File: config.mk
export PLATFORM = sky130hd
export DESIGN_NAME = csam_mac_accumulator
export DESIGN_NICKNAME = d
export VERILOG_FILES = /design/src/rtl/csam_pkg.sv /design/src/rtl/csam_multiplier.sv /design/src/rtl/csam_mac_accumulator.sv
export SDC_FILE = /design/constraint.sdc
export NUM_CORES = 1
export LEC_CHECK = 0
export ABC_AREA = 0
export BUFFER_PORTS_ARGS = -buffer_cell sky130_fd_sc_hd__buf_2
export CORE_UTILIZATION = 50
export CTS_BUF_LIST = sky130_fd_sc_hd__clkbuf_16
export DETAILED_ROUTE_END_ITERATION = 8
export MAX_ROUTING_LAYER = met4
export PLACE_DENSITY = 0.7
export SLEW_MARGIN = 0
export SYNTH_ARGS = -nofsm -noshare
export SYNTH_HDL_FRONTEND = slang
export SYNTH_HIERARCHICAL = 1
export SYNTH_SLANG_ARGS = --single-unit
export TNS_END_PERCENT = 30
File: constraint.sdc
create_clock -name clk -period 11.9 [get_ports clk]
set_input_delay 0.595 -clock clk [delete_from_list [all_inputs] [get_ports clk]]
set_output_delay 0.595 -clock clk [all_outputs]
set_load 0.01 [all_outputs]
File: src/rtl/csam_pkg.sv
// Shared widths and saturation helpers for the carry-save multiply-accumulate datapath.
`default_nettype none

package csam_pkg;

   localparam int A_W   = 16;
   localparam int B_W   = 12;
   localparam int P_W   = 28;
   localparam int CNT_W = 16;

   // Returns {above_max, below_min} for a signed value against an out_w-bit signed range.
   function automatic logic [1:0] sat_flags(input logic signed [63:0] v, input int out_w);
      logic signed [63:0] hi;
      logic signed [63:0] lo;
      hi = (64'sd1 <<< (out_w - 1)) - 64'sd1;
      lo = -(64'sd1 <<< (out_w - 1));
      return {(v > hi), (v < lo)};
   endfunction

   function automatic logic [CNT_W-1:0] sat16_inc(input logic [CNT_W-1:0] c);
      return (c == {CNT_W{1'b1}}) ? c : c + 16'd1;
   endfunction

endpackage

`default_nettype wire

File: src/rtl/csam_multiplier.sv
// Combinational 16x12 signed carry-save array multiplier producing a 28-bit product.
`default_nettype none

module csam_multiplier
   import csam_pkg::*;
(
   input  logic [A_W-1:0] a_i,
   input  logic [B_W-1:0] b_i,
   output logic [P_W-1:0] p_o
);

   logic [P_W-1:0] a_ext;
   logic [P_W-1:0] pp;
   logic [P_W-1:0] sum_v;
   logic [P_W-1:0] car_v;
   logic [P_W-1:0] maj_v;

   // The multiplier MSB has negative weight: its row is inverted and the +1 enters the final adder.
   always_comb begin
      a_ext = {{(P_W-A_W){a_i[A_W-1]}}, a_i};
      sum_v = '0;
      car_v = '0;
      pp    = '0;
      maj_v = '0;
      for (int i = 0; i < B_W; i++) begin
         pp = '0;
         if (b_i[i]) begin
            pp = (i == B_W - 1) ? ~(a_ext << i) : (a_ext << i);
         end
         maj_v = (sum_v & car_v) | (sum_v & pp) | (car_v & pp);
         sum_v = sum_v ^ car_v ^ pp;
         car_v = maj_v << 1;
      end
      p_o = sum_v + car_v + {{(P_W-1){1'b0}}, b_i[B_W-1]};
   end

endmodule

`default_nettype wire

File: src/rtl/csam_mac_accumulator.sv
// Signed multiply-accumulate stage: one operand register stage feeding the CSA multiplier,
// a wide group accumulator and a saturated, handshaked result register.
`default_nettype none

module csam_mac_accumulator
   import csam_pkg::*;
#(
   parameter int ACC_W = 40,
   parameter int OUT_W = 32
) (
   input  logic             clk,
   input  logic             reset,
   input  logic             in_valid,
   output logic             in_ready,
   input  logic [A_W-1:0]   in_a,
   input  logic [B_W-1:0]   in_b,
   input  logic             in_last,
   output logic             out_valid,
   input  logic             out_ready,
   output logic [OUT_W-1:0] out_sum,
   output logic [CNT_W-1:0] out_terms,
   output logic             out_sat
);

   localparam logic [OUT_W-1:0] SAT_MAX = {1'b0, {(OUT_W-1){1'b1}}};
   localparam logic [OUT_W-1:0] SAT_MIN = {1'b1, {(OUT_W-1){1'b0}}};

   logic [A_W-1:0]   s1_a_q,      s1_a_d;
   logic [B_W-1:0]   s1_b_q,      s1_b_d;
   logic             s1_last_q,   s1_last_d;
   logic             s1_valid_q,  s1_valid_d;
   logic [ACC_W-1:0] acc_q,       acc_d;
   logic [CNT_W-1:0] cnt_q,       cnt_d;
   logic             out_valid_q, out_valid_d;
   logic [OUT_W-1:0] out_sum_q,   out_sum_d;
   logic [CNT_W-1:0] out_terms_q, out_terms_d;
   logic             out_sat_q,   out_sat_d;

   logic [P_W-1:0]   prod;
   logic [ACC_W-1:0] prod_ext;
   logic [ACC_W-1:0] acc_sum;
   logic [63:0]      acc_sum_ext;
   logic [1:0]       clip;
   logic             advance;
   logic             accept;

   csam_multiplier u_mult (
      .a_i (s1_a_q),
      .b_i (s1_b_q),
      .p_o (prod)
   );

   // Only a last beat can be blocked, and only by an unconsumed result.
   assign advance  = s1_valid_q & (~s1_last_q | ~out_valid_q | out_ready);
   assign in_ready = ~s1_valid_q | advance;
   assign accept   = in_valid & in_ready;

   assign prod_ext    = {{(ACC_W-P_W){prod[P_W-1]}}, prod};
   assign acc_sum     = acc_q + prod_ext;
   assign acc_sum_ext = {{(64-ACC_W){acc_sum[ACC_W-1]}}, acc_sum};
   assign clip        = sat_flags(acc_sum_ext, OUT_W);

   always_comb begin
      s1_a_d      = s1_a_q;
      s1_b_d      = s1_b_q;
      s1_last_d   = s1_last_q;
      s1_valid_d  = s1_valid_q;
      acc_d       = acc_q;
      cnt_d       = cnt_q;
      out_valid_d = out_valid_q;
      out_sum_d   = out_sum_q;
      out_terms_d = out_terms_q;
      out_sat_d   = out_sat_q;

      if (accept) begin
         s1_a_d     = in_a;
         s1_b_d     = in_b;
         s1_last_d  = in_last;
         s1_valid_d = 1'b1;
      end else if (advance) begin
         s1_valid_d = 1'b0;
      end

      if (out_valid_q && out_ready) begin
         out_valid_d = 1'b0;
      end

      if (advance) begin
         if (!s1_last_q) begin
            acc_d = acc_sum;
            cnt_d = sat16_inc(cnt_q);
         end else begin
            out_sum_d   = clip[1] ? SAT_MAX : (clip[0] ? SAT_MIN : acc_sum[OUT_W-1:0]);
            out_terms_d = sat16_inc(cnt_q);
            out_sat_d   = |clip;
            out_valid_d = 1'b1;
            acc_d       = '0;
            cnt_d       = '0;
         end
      end
   end

   always_ff @(posedge clk) begin
      if (!reset) begin
         s1_a_q      <= '0;
         s1_b_q      <= '0;
         s1_last_q   <= 1'b0;
         s1_valid_q  <= 1'b0;
         acc_q       <= '0;
         cnt_q       <= '0;
         out_valid_q <= 1'b0;
         out_sum_q   <= '0;
         out_terms_q <= '0;
         out_sat_q   <= 1'b0;
      end else begin
         s1_a_q      <= s1_a_d;
         s1_b_q      <= s1_b_d;
         s1_last_q   <= s1_last_d;
         s1_valid_q  <= s1_valid_d;
         acc_q       <= acc_d;
         cnt_q       <= cnt_d;
         out_valid_q <= out_valid_d;
         out_sum_q   <= out_sum_d;
         out_terms_q <= out_terms_d;
         out_sat_q   <= out_sat_d;
      end
   end

   assign out_valid = out_valid_q;
   assign out_sum   = out_sum_q;
   assign out_terms = out_terms_q;
   assign out_sat   = out_sat_q;

endmodule

`default_nettype wire

Word level (Yosys, flattened, before mapping)
Index checks and enable logic that the tools add are counted.

storage, ports and cells
  register bits after elaboration = 136
  word-level logic and storage cells = 124

operators by class
  add/subtract/negate cells = 4
  mux-type cells = 22
  bitwise gates (word level) = 81
  equality and inequality tests = 1
  $lt $le $gt $ge = 2
  reduce and logical (&&, ||, !) cells = 4

operators by type and width
  cell                                                                            number
  27-bit AND                                                                      31
  28-bit bitwise XOR                                                              21
  27-bit OR                                                                       20
  28-bit two-way mux                                                              12
  32-bit two-way mux                                                              2
  40-bit adder                                                                    1
  40-bit by 32-bit > comparator with 1-bit output, second input constant          1
  40-bit by 32-bit less-than comparator with 1-bit output, second input constant  1
  40-bit two-way mux                                                              1
  16-bit two-way mux                                                              2
  28-bit by 1-bit adder with 28-bit output                                        1
  28-bit adder                                                                    1
  28-bit NOT                                                                      1
  16-bit by 1-bit adder with 16-bit output, second input constant                 1
  16-bit equality test, second input constant                                     1
  1-bit two-way mux                                                               5
  1-bit NOT                                                                       3
  1-bit OR                                                                        3
  1-bit AND                                                                       2
  2-bit AND reduction                                                             1
  2-bit nonzero test                                                              1
  2-bit OR reduction                                                              1
  1-bit logical AND                                                               1

Depth between registers and ports, before layout
Gate-level depths: netlist of run 1.

  word-level depth = 38
  depth in mapped cells = 40

Modules after synthesis
The synthesis of run 1 kept the hierarchy.

by module, submodules not included
  module                instances  area each (sq um)  cells an instance  seq. area each (sq um)
  csam_mac_accumulator  1          7862.5             998                2722.6
  csam_multiplier       1          6412.4             715                0.0

Worst setup path after synthesis of run 1
OpenSTA, ideal clock, no wires.

  path type = reg-to-reg
  start = reg s1_a_q[10]
  end = reg out_sum_q[10] (netlist: out_sum[10])
  stages on the path, launching flop included = 37
  path slack = 900 ps
  setup time = 66 ps
  path buffers = 3
  arrival time = 10934 ps
  required time = 11834 ps
  clock period less this slack = 11000 ps
  path through = dfxtp_1 clkbuf_1 and2_1 ha_1 inv_1 fa_1 fa_1 fa_1 fa_1 fa_1 fa_1 fa_1 fa_1 fa_1 fa_1 inv_1 ha_1 and2_1 o21ai_0 a21oi_1 a21oi_1 o21ai_0 a31oi_1 xnor2_1 ha_1 a21oi_1 o21ai_0 a311oi_2 a31oi_4 a41oi_1 xor2_1 or4_1 o41ai_2 buf_6 buf_6 nand2_1 a21oi_2

on the way
  cells in the longest elaborated chain, start to end = 38

ends and longest elaborated chain
  element                                                  RTL line                                      source
  start, declared                                          csam_mac_accumulator.sv:28                    logic [A_W-1:0] s1_a_q, s1_a_d;
  start signal, assigned                                   csam_mac_accumulator.sv:105                   s1_a_q <= '0;
  start signal, assigned                                   csam_mac_accumulator.sv:116                   s1_a_q <= s1_a_d;
  28-bit two-way mux                                       csam_multiplier.sv:27                         if (b_i[i]) begin
  28-bit bitwise XOR or 27-bit AND (tied branches)         csam_multiplier.sv:31, csam_multiplier.sv:30
  27-bit AND                                               csam_multiplier.sv:30                         maj_v = (sum_v & car_v) | (sum_v & pp) | (car_v & pp);
  27-bit OR (2 in series)                                  csam_multiplier.sv:30
  27-bit AND                                               csam_multiplier.sv:30
  27-bit OR (2 in series)                                  csam_multiplier.sv:30
  27-bit AND                                               csam_multiplier.sv:30
  27-bit OR (2 in series)                                  csam_multiplier.sv:30
  (+19 left out)                                           -
  27-bit OR (2 in series)                                  csam_multiplier.sv:30
  28-bit adder (*)                                         csam_multiplier.sv:34                         p_o = sum_v + car_v + {{(P_W-1){1'b0}}, b_i[B_W-1]};
  28-bit by 1-bit adder with 28-bit output (*)             csam_multiplier.sv:34
  named net prod[27]                                       csam_mac_accumulator.sv:39                    logic [P_W-1:0] prod;
  40-bit adder (*)                                         csam_mac_accumulator.sv:59                    assign acc_sum = acc_q + prod_ext;
  40-bit by 32-bit less-than comparator with 1-bit output  csam_pkg.sv:17                                return {(v > hi), (v < lo)};
  32-bit two-way mux                                       csam_mac_accumulator.sv:93                    out_sum_d = clip[1] ? SAT_MAX : (clip[0] ? SAT_MIN : acc_sum[OUT_W-1:0]);
  32-bit two-way mux (*)                                   csam_mac_accumulator.sv:93
  end signal, assigned                                     csam_mac_accumulator.sv:123                   out_sum_q <= out_sum_d;
  end, declared                                            csam_mac_accumulator.sv:35                    logic [OUT_W-1:0] out_sum_q, out_sum_d;

The timed path passes the listed nets; every way through them passes the cells marked *.
A chain may end at the register's enable or synchronous reset.

Worst setup path after layout of run 1
  start = reg s1_a_q[15]
  end = reg out_sum_q[28] (netlist: out_sum[28])

Same word-level chain as after synthesis.

==> flow_results.org, run 1 <==
** Layout
- Number of nets at the end of the flow :: a little over 2000
- In the final layout, the share of cells above drive strength 1 is 11.19%.
- Area grow syn2layout :: 8.949%
- The finished layout holds 2129 standard cells, fillers aside.
- 0 antenna diodes ended up in the layout.
- Counting the fill cells in the layout gives 2623.
- Final design utilization :: a little under three fifths

** Clock network
- Clock tree from TritonCTS :: built
- The H-tree was split into 4 levels.
- In this run the deepest clock path goes through 2 buffers.
- Clock sink count :: 136
- Root Buffer :: clkbuf_16
- TritonCTS Buffers :: 17
- CTS Hold Buffers Added :: 0
- Clock-pin slew was measured on the worst setup and hold paths at 70 ps.
- At the later pin of the worst-skew pair, clock insertion delay measures 430 ps.

** Die
- Die height :: 171.0 um
- After floorplanning, the core was sized to cover 27930 um2.
- The die covers 29230 um2.
- Effective utilization at floorplan :: 51.10%
- During I/O placement, the number of pins put on the boundary was 84.
- Chip Width :: between 150 and 200 um
- The floorplan has 61 rows.

** Detailed routing
- Number of design-rule violations left by the first detailed-router iteration :: between 600 and 700
- Vias :: 11905
- DRC violations left :: 0
- After detailed routing, the number of vias per cell comes to around 5.6.
- After detailed routing, the total wire length is roughly 36000 um.
- Number of nets with antenna violations after routing :: 0
- For this run, the detailed router's first-pass iteration total came to 5.
- Wirelength per Cell :: 16.68 um

** Timing
- The clock period could shrink to 11380 ps.
- Setup violations remaining at the end of the flow were counted as 0.
- Final cycle utilization of the critical path :: about 96%
- Worst clock skew :: 16.54 ps
- Number of max-slew violations in the final report :: 0
- For the pin with the worst max-slew slack, the measured transition is 1141 ps.
- Slew margin rel. :: 23.75%
- Setup repair after global routing left no endpoint under its margin.
- Final hold violation count :: 0
- After routing, the total negative slack on setup checks comes to 0 ps.
- Worst Setup Slack, final :: just over 500 ps
- Highest attainable clock frequency :: about 90 MHz

** Worst setup path
- Among all stages on the critical path, the largest delay is contributed by or4b_2.
- Delay contributed by the slowest stage of the critical path :: 670 ps
- Worst endpoint data arrival time :: roughly 12000 ps
- Dominant cell type by count on the critical path :: fa_1
- Data on the critical path is required at its endpoint by 12200 ps.
- In this run the worst setup path terminates at out_sum[28]$_SDFFE_PN0P_.
- Worst-case reg-to-reg path depth :: 36
- The worst setup path is captured at a flop.
- In this run the worst path has a maximum fanout of 32.
- Setup slack on the worst reg-to-reg path comes out at 520 ps.
- The most critical setup path has its startpoint at s1_a_q[15]$_SDFFE_PN0P_.
- The worst setup path is launched from a flop.
- In this run the critical register-to-register path is launched from s1_a_q[15]$_SDFFE_PN0P_.
- Critical path type :: flop to flop
- The endpoint identified for the worst register-to-register timing path is out_sum[28]$_SDFFE_PN0P_.

** Logic synthesis
- Each instance of the synthesized netlist takes up on average 8.333 um2.
- The biggest area contributor in the post-synthesis netlist is fa_1.
- In this run, synthesis inferred 0 flip-flops with an integrated enable.
- Async SR Flop Fraction :: 0%
- Synthesis produced a netlist whose cell count is 1713.
- The share of the Yosys chip area taken by registers is 19.07%.
- Synth top area share :: 22.44%
- Ranked by total cell area, the synthesized netlist is headed by fa_1 22%, dfxtp_1 19%, ha_1 8.6%.
- Leading cell type by number of instances after synthesis :: nand2_1
- Seq cells post-synth :: 136
- Post-Syn Nets :: 2004
- Number of distinct library cells after synthesis :: 76
- Yosys warnings :: 6
- Top_reg_cell synth :: dfxtp_1
- Most frequent cells after synthesis :: 322 x nand2_1, 160 x fa_1, 136 x dfxtp_1
- The cell area that synthesis handed to floorplanning was 14270 um2.

** Power and ir drop
- The worst-case IR drop observed on VDD is 79.66 uV.
- Dividing total power by cell area gives a power density of 117.2 nW/um2.
- Cell leakage power :: a little under 6 nW

** Global routing
- The via count of the first global-routing pass was approximately 12000.
- GRT overflow :: 0
- Antenna violations before repair :: 0
- In the global route stage, overall resource usage came out at between 20% and 30%.
- Maximum number of pins on one net before global-route repair :: 98
- Global-route wire length before repair :: 58050 um

** Placement
- Placed cell count :: 2097
- OpenSTA, run right after detailed placement, puts the worst setup slack at around 90 ps.
- Buffers added on ports :: 83
- Final HPWL DP :: 27370 um
- Final RePlAce weighted congestion :: 0.9253

** Run
- The tool flagged a number of max-cap violations equal to 0.

** Status
- The run finished with clean final reports.

** Min path
- The startpoint identified for the worst hold timing path is in_valid.
- Path category of the worst min-delay check :: primary input to flop
==> metal layers <==
metal  share of wire (%)  global-route usage (%)  wire length, um
met1                  46                   32.36            16310
met2                  49                   43.88            17270
met3                 3.4                   2.868             1205
met4                 2.0                   7.104              717
met5                   0                       -                0
==> worst min-delay path by stage <==
stage	end	slack, ps	cells after the start
floorplan	acc_q[0]$_SDFFE_PN0P_	450	2
global placement	out_sum[31]$_SDFFE_PN0P_	450	2
detailed placement	out_sum[31]$_SDFFE_PN0P_	460	2
CTS	s1_last_q$_SDFFE_PN0P_	380	2
global route	s1_last_q$_SDFFE_PN0P_	390	2
finish	s1_last_q$_SDFFE_PN0P_	390	2
==> cell type report <==
class | instances | area, um2 | share of cell area [%]
repair buffers | 99 | 545.5 | 3.508
flip-flops and latches | 136 | 2733 | 17.57
well taps | 378 | 473.0 | 3.041
multi-input cells | 1386 | 10830 | 69.64
inverters | 98 | 367.9 | 2.365
clock inverters | 15 | 177.7 | 1.142
clock buffers | 17 | 425.4 | 2.735
==> per-stage QoR <==
stage                     total power (W)  hold WS, ps  area (um2)
after global placement           0.001257        454.5       14920
final                            0.001823        391.2       15550
after CTS                        0.001826        384.4       15520
after detailed placement         0.001260        460.9       14920
after floorplan                  0.001083        445.3       14270
after global routing             0.001945        389.5       15550
==> logic make-up after synthesis <==
family,count (synthesis),share of synthesized area [%]
flip-flops,136,19.07
AO/OA/AOI/OAI,426,19.01
multiplexers,7,0.4996
AND/OR/NAND/NOR,621,20.46
adder cells (fa/ha/maj),258,31.03
buffers and inverters,191,5.390
XOR/XNOR,74,4.540
==> power by group <==
part / internal (W) / leakage (nW) / switching, W
registers: 0.000481 / 1.11 / 0.0000335
clock network: 0.000330 / 0.282 / 0.000231
logic: 0.000277 / 4.45 / 0.000470
==> flip-flops by register name, indices dropped and copies added, names as in the netlist <==
signal	count
out_valid	1
out_sum	32
s1_valid_q	1
acc_q	40
s1_last_q	1
cnt_q	16
s1_a_q	16
s1_b_q	12
out_terms	16
out_sat	1
==> critical path, delay by kind of cell, from the launching register on <==
family                   cells  cell delay, ps
adder cells (fa/ha/maj)     13            6050
flip-flops                   1             560
AND/OR/NAND/NOR              6            1580
AO/OA/AOI/OAI                9            1830
XOR/XNOR                     2             330
buffers and inverters        6             860
==> timing repair <==
action                                  in CTS  in global routing
resized for setup                            0                 12
endpoints found under the setup margin       0                 32
setup buffers                                0                  0
==> cell usage in the layout (no fill, tap or decap), types with 42 or more instances in the layout <==
master	count
ha_1	98
nand2_1	321
a21oi_1	108
buf_2	82
nor2_1	60
dfxtp_1	128
fa_1	160
xnor2_1	42
inv_1	98
o21ai_0	124
and2_1	72
No activity file was read; power rests on OpenSTA's default activity.
==> inputs of run 2 (changes only) <==
--- a/config.mk
+++ b/config.mk
@@ -15,6 +15,5 @@
 export SLEW_MARGIN = 0
 export SYNTH_ARGS = -nofsm -noshare
 export SYNTH_HDL_FRONTEND = slang
-export SYNTH_HIERARCHICAL = 1
 export SYNTH_SLANG_ARGS = --single-unit
 export TNS_END_PERCENT = 30
==> flow_results.org, run 2 <==
** Timing
- RSZ-0062 raised after global routing :: no
- The count of endpoints failing hold in the final timing report is 0.
- Number of max-slew violations in the final report :: 0
- Setup violations remaining at the end of the flow were counted as 0.
- Setup TNS :: 0 ps
- Least-Margin Pin Slew :: 1113 ps
- Counting I/O delays and the setup requirement, the final critical path takes 11300 ps.
- Timing would allow up to 88.47 MHz.
- Worst Hold Slack :: ~380 ps
- After layout, the worst path uses a little over nine tenths of the clock period.
- Worst clock skew :: 10.23 ps
- Measured against its own limit, the worst slew margin works out to 25.63%.

** Die
- 84 I/O pins were placed.
- Core Box Area :: between 20000 and 30000 um2
- The floorplan step set the die height to 170.6 um.
- The die covers 29100 um2.
- The initialized floorplan defines 61 standard-cell rows.
- In this run the horizontal extent of the chip is approximately 170 um.
- Effective utilization at floorplan :: 51.01%

** Power and ir drop
- Of the total power, the clock network draws between 20 and 30%.
- Cell internal power was estimated by the tool at 0.001138 W.
- Switching Fraction :: 43.70%
- Logic pwr share :: a little under half
- The worst-case IR drop observed on VDD is 82.17 uV.
- Dividing total power by cell area gives a power density of 130.4 nW/um2.
- The analysis attributes to cell leakage a power of between 5 and 6 nW.
- In this run the power spent charging and discharging nets is 0.0008832 W.
- Fraction of power consumed by sequential logic :: between 20 and 30%

** Layout
- 0 antenna diodes ended up in the layout.
- The final layout contains 1994 nets.
- Top reg by flops :: acc_q
- Relative to the synthesized area, the layout overhead comes to 9.096%.
- Flip-flop count of the largest register, all copies and words added :: 40
- Most common cell after layout, fill and taps aside :: nand2_1
- Leaving out fill and tap cells, the most frequent cells in the layout are 276 x nand2_1, 160 x fa_1, 144 x a21oi_1, 132 x dfxtp_1, 127 x nor2_1.
- Layout cell share with drive strength beyond 1 :: 12.14%
- After filler insertion, the fill cell instance count of the layout stands at about 2500.

** Clock network
- Clock Latency Late Sink :: approximately 440 ps
- Clock-pin slew was measured on the worst setup and hold paths at 70 ps.
- Clock tree from TritonCTS :: built
- Clock sink count :: 136
- Clk buf depth :: 2
- Number of H-tree levels :: 4
- Root Buffer :: clkbuf_16
- TritonCTS Buffers :: 17
- CTS Hold Buffers Added :: 0

** Global routing
- Number of global-route vias before repair :: between 10000 and 15000
- Maximum number of pins on one net before global-route repair :: 82
- GRT overflow :: 0
- Total GRT Usage :: 25.23%
- Global-route wire length before repair :: 57160 um
- Grt met1 use :: 31.63%
- For this run, global-route usage on met2 was measured as 42.54%.
- GRT busiest layer :: met2
- Antenna violations before repair :: 0
- For this run, global-route usage on met3 was measured as 2.961%.

** Logic synthesis
- Post-Syn Nets :: 1971
- Number of distinct library cells after synthesis :: 73
- Counting every instance in the synthesized netlist gives 1678.
- Number of enable-type register cells in the synthesized netlist :: 0
- In the synthesized netlist the async set-or-reset flop fraction comes to 0%.
- Seq cells post-synth :: 136
- Yosys printed 0 warnings.
- Among all cell types in the netlist, the one instantiated most often is nand2_1.
- Of all cell types, the one taking the most synthesized area is fa_1.
- Combined area of all synthesized cells :: 14210 um2
- A synthesized cell averages around 8.5 um2.
- For this run, the register share of the synthesized area comes to 19.16%.
- In the synthesized netlist the dominant register cell turns out to be dfxtp_1.
- Top cells by area in the synthesized netlist :: fa_1 23%, dfxtp_1 19%, ha_1 8.8%
- Most frequent cells after synthesis :: 278 x nand2_1, 160 x fa_1, 146 x a21oi_1
- The synthesized design devotes to its leading area cell type 22.54% of total area.

** Placement
- Buffers added on ports :: 83
- Final RePlAce weighted congestion :: 0.9449
- Once detailed placement completed, the half-perimeter wirelength came to 26470 um.

** Detailed routing
- Dividing the detail-routed wire length by the instance count gives 16.35 um.
- Vias :: 11895
- Number of nets with antenna violations after routing :: 0
- Number of design-rule violations left by the first detailed-router iteration :: between 700 and 800
- Summed over all layers, the routed wires come to 34200 um.
- DRC violations left :: 0
- After detailed routing, the number of vias per cell comes to around 5.7.
- Iteration count of the initial detailed-routing pass :: 5

** Worst setup path
- Cell family with the largest share of critical-path delay :: adder cells
- Delay contributed by the slowest stage of the critical path :: 550 ps
- Critical path type :: flop to flop
- Dominant cell type by count on the critical path :: fa_1
- Data arrives at the worst endpoint at between 10000 and 15000 ps.
- Data required time at the worst endpoint :: 12200 ps
- The critical path contains buffers and inverters numbering 4 combined.
- Startpoint type of the worst setup path :: flop
- STA classifies the critical path endpoint as a flop.
- Max FO, Critical Path :: 12
- Cell with the largest stage delay on the worst path :: fa_1

** Status
- Run status :: finished clean

** Min path
- Path category of the worst min-delay check :: primary input to flop

** Run
- The tool flagged a number of max-cap violations equal to 0.
-- run 2: power groups by stage --
stage,logic (W),registers (W),clock network (W)
2_1_floorplan,0.000731,0.000508,0
3_3_place_gp,0.000906,0.000524,0
3_5_place_dp,0.000925,0.000525,0
4_1_cts,0.000932,0.000515,0.000560
5_1_grt,0.00105,0.000520,0.000579
6_report,0.000953,0.000516,0.000553
-- run 2: repair_timing --
action,4_1_cts,5_1_grt
buffers inserted,0,4
endpoints found under the setup margin,0,32
gates resized for setup,0,13
-- run 2: cells by family (layout without fill, tap and decap cells) --
group,Yosys count,count (layout),synth area share [%]
compound gates,410,410,20.39
xor+xnor,69,69,4.253
fa+ha+maj,260,260,31.35
buf+inv,211,247,5.943
flops,136,136,19.16
mux,4,4,0.2994
simple gates,588,588,18.61
-- run 2: worst paths after layout --
check	from	end	slack [ps]	depth (start not counted)
worst min-delay path	in_a[12]	s1_a_q[12]$_SDFFE_PN0P_	380	3
worst max-delay path	s1_b_q[0]$_SDFFE_PN0P_	out_sum[8]$_SDFFE_PN0P_	600	38
worst max register to register	s1_b_q[0]$_SDFFE_PN0P_	out_sum[8]$_SDFFE_PN0P_	600	38
worst min register to register	out_terms[12]$_SDFFE_PN0P_	out_terms[12]$_SDFFE_PN0P_	460	2
-- run 2: final cells by class --
class                   count  area, um2  share of cell area, %
clock buffers              17      425.4                  2.744
clock inverters            15      160.2                  1.033
inverters                 112      422.9                  2.728
multi-input cells        1331      10710                  69.10
flip-flops and latches    136       2728                  17.59
well taps                 378      473.0                  3.051
repair buffers            103      581.8                  3.753
-- run 2: worst min-delay path, stage by stage --
cell and delay (ps):
buf_2 100, nand2_1 40, a21oi_1 50
-- run 2: per-stage QoR --
| step | instance area, um2 | worst slack [ps] | utilization, % | cells | total power, W |
|---|---|---|---|---|---|
| 2_1_floorplan | 14210 | 1118 | - | 1678 | 0.001239 |
| 3_3_place_gp | 14840 | 594.4 | 53.27 | 2056 | 0.001431 |
| 3_5_place_dp | 14840 | 204.9 | 53.27 | 2056 | 0.001450 |
| 4_1_cts | 15420 | 173.9 | 55.37 | 2088 | 0.002006 |
| 5_1_grt | 15500 | 8.417 | 55.65 | 2092 | 0.002153 |
| 6_report | 15500 | 596.2 | 55.65 | 2092 | 0.002021 |
-- run 2: routing by layer --
| layer | vias up | routed length (um) |
|---|---|---|
| met4 | 0 | 742 |
| met5 | - | 0 |
| met3 | 53 | 1479 |
| li1 | 5765 | - |
| met2 | 293 | 16530 |
| met1 | 5784 | 15460 |
==> inputs of run 3 (changes only) <==
--- a/config.mk
+++ b/config.mk
@@ -8,7 +8,6 @@
 export ABC_AREA = 0
 export BUFFER_PORTS_ARGS = -buffer_cell sky130_fd_sc_hd__buf_2
 export CORE_UTILIZATION = 50
-export CTS_BUF_LIST = sky130_fd_sc_hd__clkbuf_16
 export DETAILED_ROUTE_END_ITERATION = 8
 export MAX_ROUTING_LAYER = met4
 export PLACE_DENSITY = 0.7
==> flow_results.org, run 3 (synthesized netlist as in run 2, its figures left out) <==
** Layout
- Most common cell after layout, fill and taps aside :: nand2_1
- Across the whole layout, storage elements account for 2728 um2.
- Number of fillers in the final layout :: around 2500
- acc_q holds more flip-flops than any other register.
- Final Instance Count excl. Fillers :: 2092
- The register with the most flip-flops in the layout has 40 of them.
- Diodes inserted :: 0
- At the end of the flow the core is filled with cells to 55.68%.
- The post-route netlist has 12.19% of its cells at a drive strength greater than 1.
- Area grow syn2layout :: 9.166%
- Leading cell types in the layout, fill and taps excluded :: 276 x nand2_1, 160 x fa_1, 144 x a21oi_1, 132 x dfxtp_1, 127 x nor2_1
- The multi-input combinational cells in the finished layout cover a total of 10710 um2.
- Number of nets at the end of the flow :: ~2000

** Placement
- Setup slack at placement :: 204.9 ps
- After detailed placement, the design holds a cell count of around 2000.
- Input and output buffers added on the ports amount to 83.
- Once detailed placement completed, the half-perimeter wirelength came to 26470 um.
- At the end of routability-driven placement, the weighted congestion stood at 0.9449.

** Worst setup path
- Crit. End Element :: flop
- In this design, the stage delay of the slowest critical-path cell is 550 ps.
- Worst endpoint data arrival time :: 11620 ps
- The slowest stage of the critical path is the fa_1 cell.
- Max FO, Critical Path :: 12
- Data on the critical path is required at its endpoint by 12200 ps.
- Startpoint type of the worst setup path :: flop
- Among the stages of the critical path, the cell type that occurs most often is fa_1.
- The setup path with the least slack is of type flop to flop.

** Detailed routing
- Routed via count divided by cell count :: 5.691
- DRC violations left :: 0
- Overall routed net length :: 34210 um
- Number of design-rule violations left by the first detailed-router iteration :: 734
- Number of nets with antenna violations after routing :: 0
- Vias :: 11906
- In the final routed layout, each cell accounts on average for ~16 um.
- The first TritonRoute pass finished after 5 iterations.

** Die
- Chip Width :: 170.6 um
- The die covers around 29000 um2.
- In this run the core area contains 61 standard-cell rows.
- Measured along the y axis, the die boundary spans 170.6 um.
- Ports :: 84
- Core Box Area :: 27860 um2
- Effective utilization at floorplan :: a little over 50%

** Clock network
- Number of H-tree levels :: 4
- After clock tree synthesis, the clock-pin slew on the worst setup and hold paths is 70 ps.
- Clock Latency Late Sink :: around 440 ps
- Root Buffer :: clkbuf_16
- Hold repair after CTS inserted 0 buffers.
- The clock passes through at most 2 buffers.
- TritonCTS Buffers :: 17
- Clock sink count :: 136
- Clock tree from TritonCTS :: built

** Power and ir drop
- VDD sags by at most 81.99 uV.
- In this run the power density over the cells is between 100 and 150 nW/um2.
- Cell leakage power :: 5.903 nW

** Status
- The flow ran to the end, and the final reports show no timing, DRC or antenna violations.

** Global routing
- Total GRT Usage :: roughly a quarter
- Maximum number of pins on one net before global-route repair :: 82
- Number of global-route vias before repair :: 11745
- Global-route wire length before repair :: approximately 57000 um
- Summed over all layers, the global routing overflow is 0.
- The number of antenna violations at the first check in global routing is 0.

** Timing
- The count of endpoints failing hold in the final timing report came to 0.
- The worst path meets setup with roughly 580 ps of slack.
- Number of max-slew violations in the final report :: 0
- Measured against its own limit, the worst slew margin works out to 25.97%.
- RSZ-0062 raised after global routing :: no
- For the pin with the worst max-slew slack, the measured transition is 1108 ps.
- Setup violations remaining at the end of the flow were counted as 0.
- After layout, the worst path uses 95.10% of the clock period.
- In the final timing run, aggregate negative setup slack is 0 ps.
- On the final layout, the worst clock skew is 9.741 ps.
- Highest attainable clock frequency :: 88.36 MHz
- The worst path needs about 11000 ps of the cycle, external delays included.

** Run
- Number of violations of the max-capacitance limit :: 0

** Min path
- Path category of the worst min-delay check :: primary input to flop
[run 3: worst paths after layout]
kind                              start                         end  slack (ps)  cells past startpoint
max reg2reg      s1_b_q[0]$_SDFFE_PN0P_     out_sum[8]$_SDFFE_PN0P_         580                     38
min reg2reg  out_terms[12]$_SDFFE_PN0P_  out_terms[12]$_SDFFE_PN0P_         460                      2
max              s1_b_q[0]$_SDFFE_PN0P_     out_sum[8]$_SDFFE_PN0P_         580                     38
min                            in_a[12]     s1_a_q[12]$_SDFFE_PN0P_         380                      3
[run 3: repair_timing]
item                       CTS  global route
gates resized for setup      0            13
setup endpoints to repair    0            32
buffers inserted             0             4
[run 3: area by class of cell]
cell class	instances	share of cell area [%]
clock buffers	18	2.831
clock inverters	14	1.008
inverters	112	2.726
multi-input cells	1331	69.05
flip-flops and latches	136	17.58
well taps	378	3.049
repair buffers	103	3.751
[run 3: worst max-delay path, delay by kind of cell (launching register included)]
family / cells / cell delay, ps
simple gates: 4 / 600
flops: 1 / 420
xor+xnor: 1 / 160
buf+inv: 4 / 490
compound gates: 16 / 3490
fa+ha+maj: 13 / 6020
[run 3: stage by stage]
step | area [um2] | hold WS, ps | power [W]
5_1_grt | 15510 | 380.1 | 0.002160
2_1_floorplan | 14210 | 436.2 | 0.001239
3_5_place_dp | 14840 | 450.4 | 0.001450
4_1_cts | 15430 | 374.1 | 0.002013
6_report | 15510 | 380.4 | 0.002030
3_3_place_gp | 14840 | 443.6 | 0.001431
[run 3: where the power goes]
| group | internal [W] | switching, W | leakage (nW) |
|---|---|---|---|
| combinational | 0.000358 | 0.000595 | 4.50 |
| clock | 0.000304 | 0.000257 | 0.293 |
| sequential | 0.000482 | 0.0000336 | 1.11 |
| total | 0.00114 | 0.000886 | 5.90 |
[run 3: metal layers]
metal | global-route usage (%) | up-vias | routed length, um
li1 | - | 5768 | -
met4 | 7.991 | 0 | 777
met2 | 42.48 | 286 | 16450
met5 | - | - | 0
met3 | 2.961 | 54 | 1379
met1 | 31.68 | 5798 | 15600
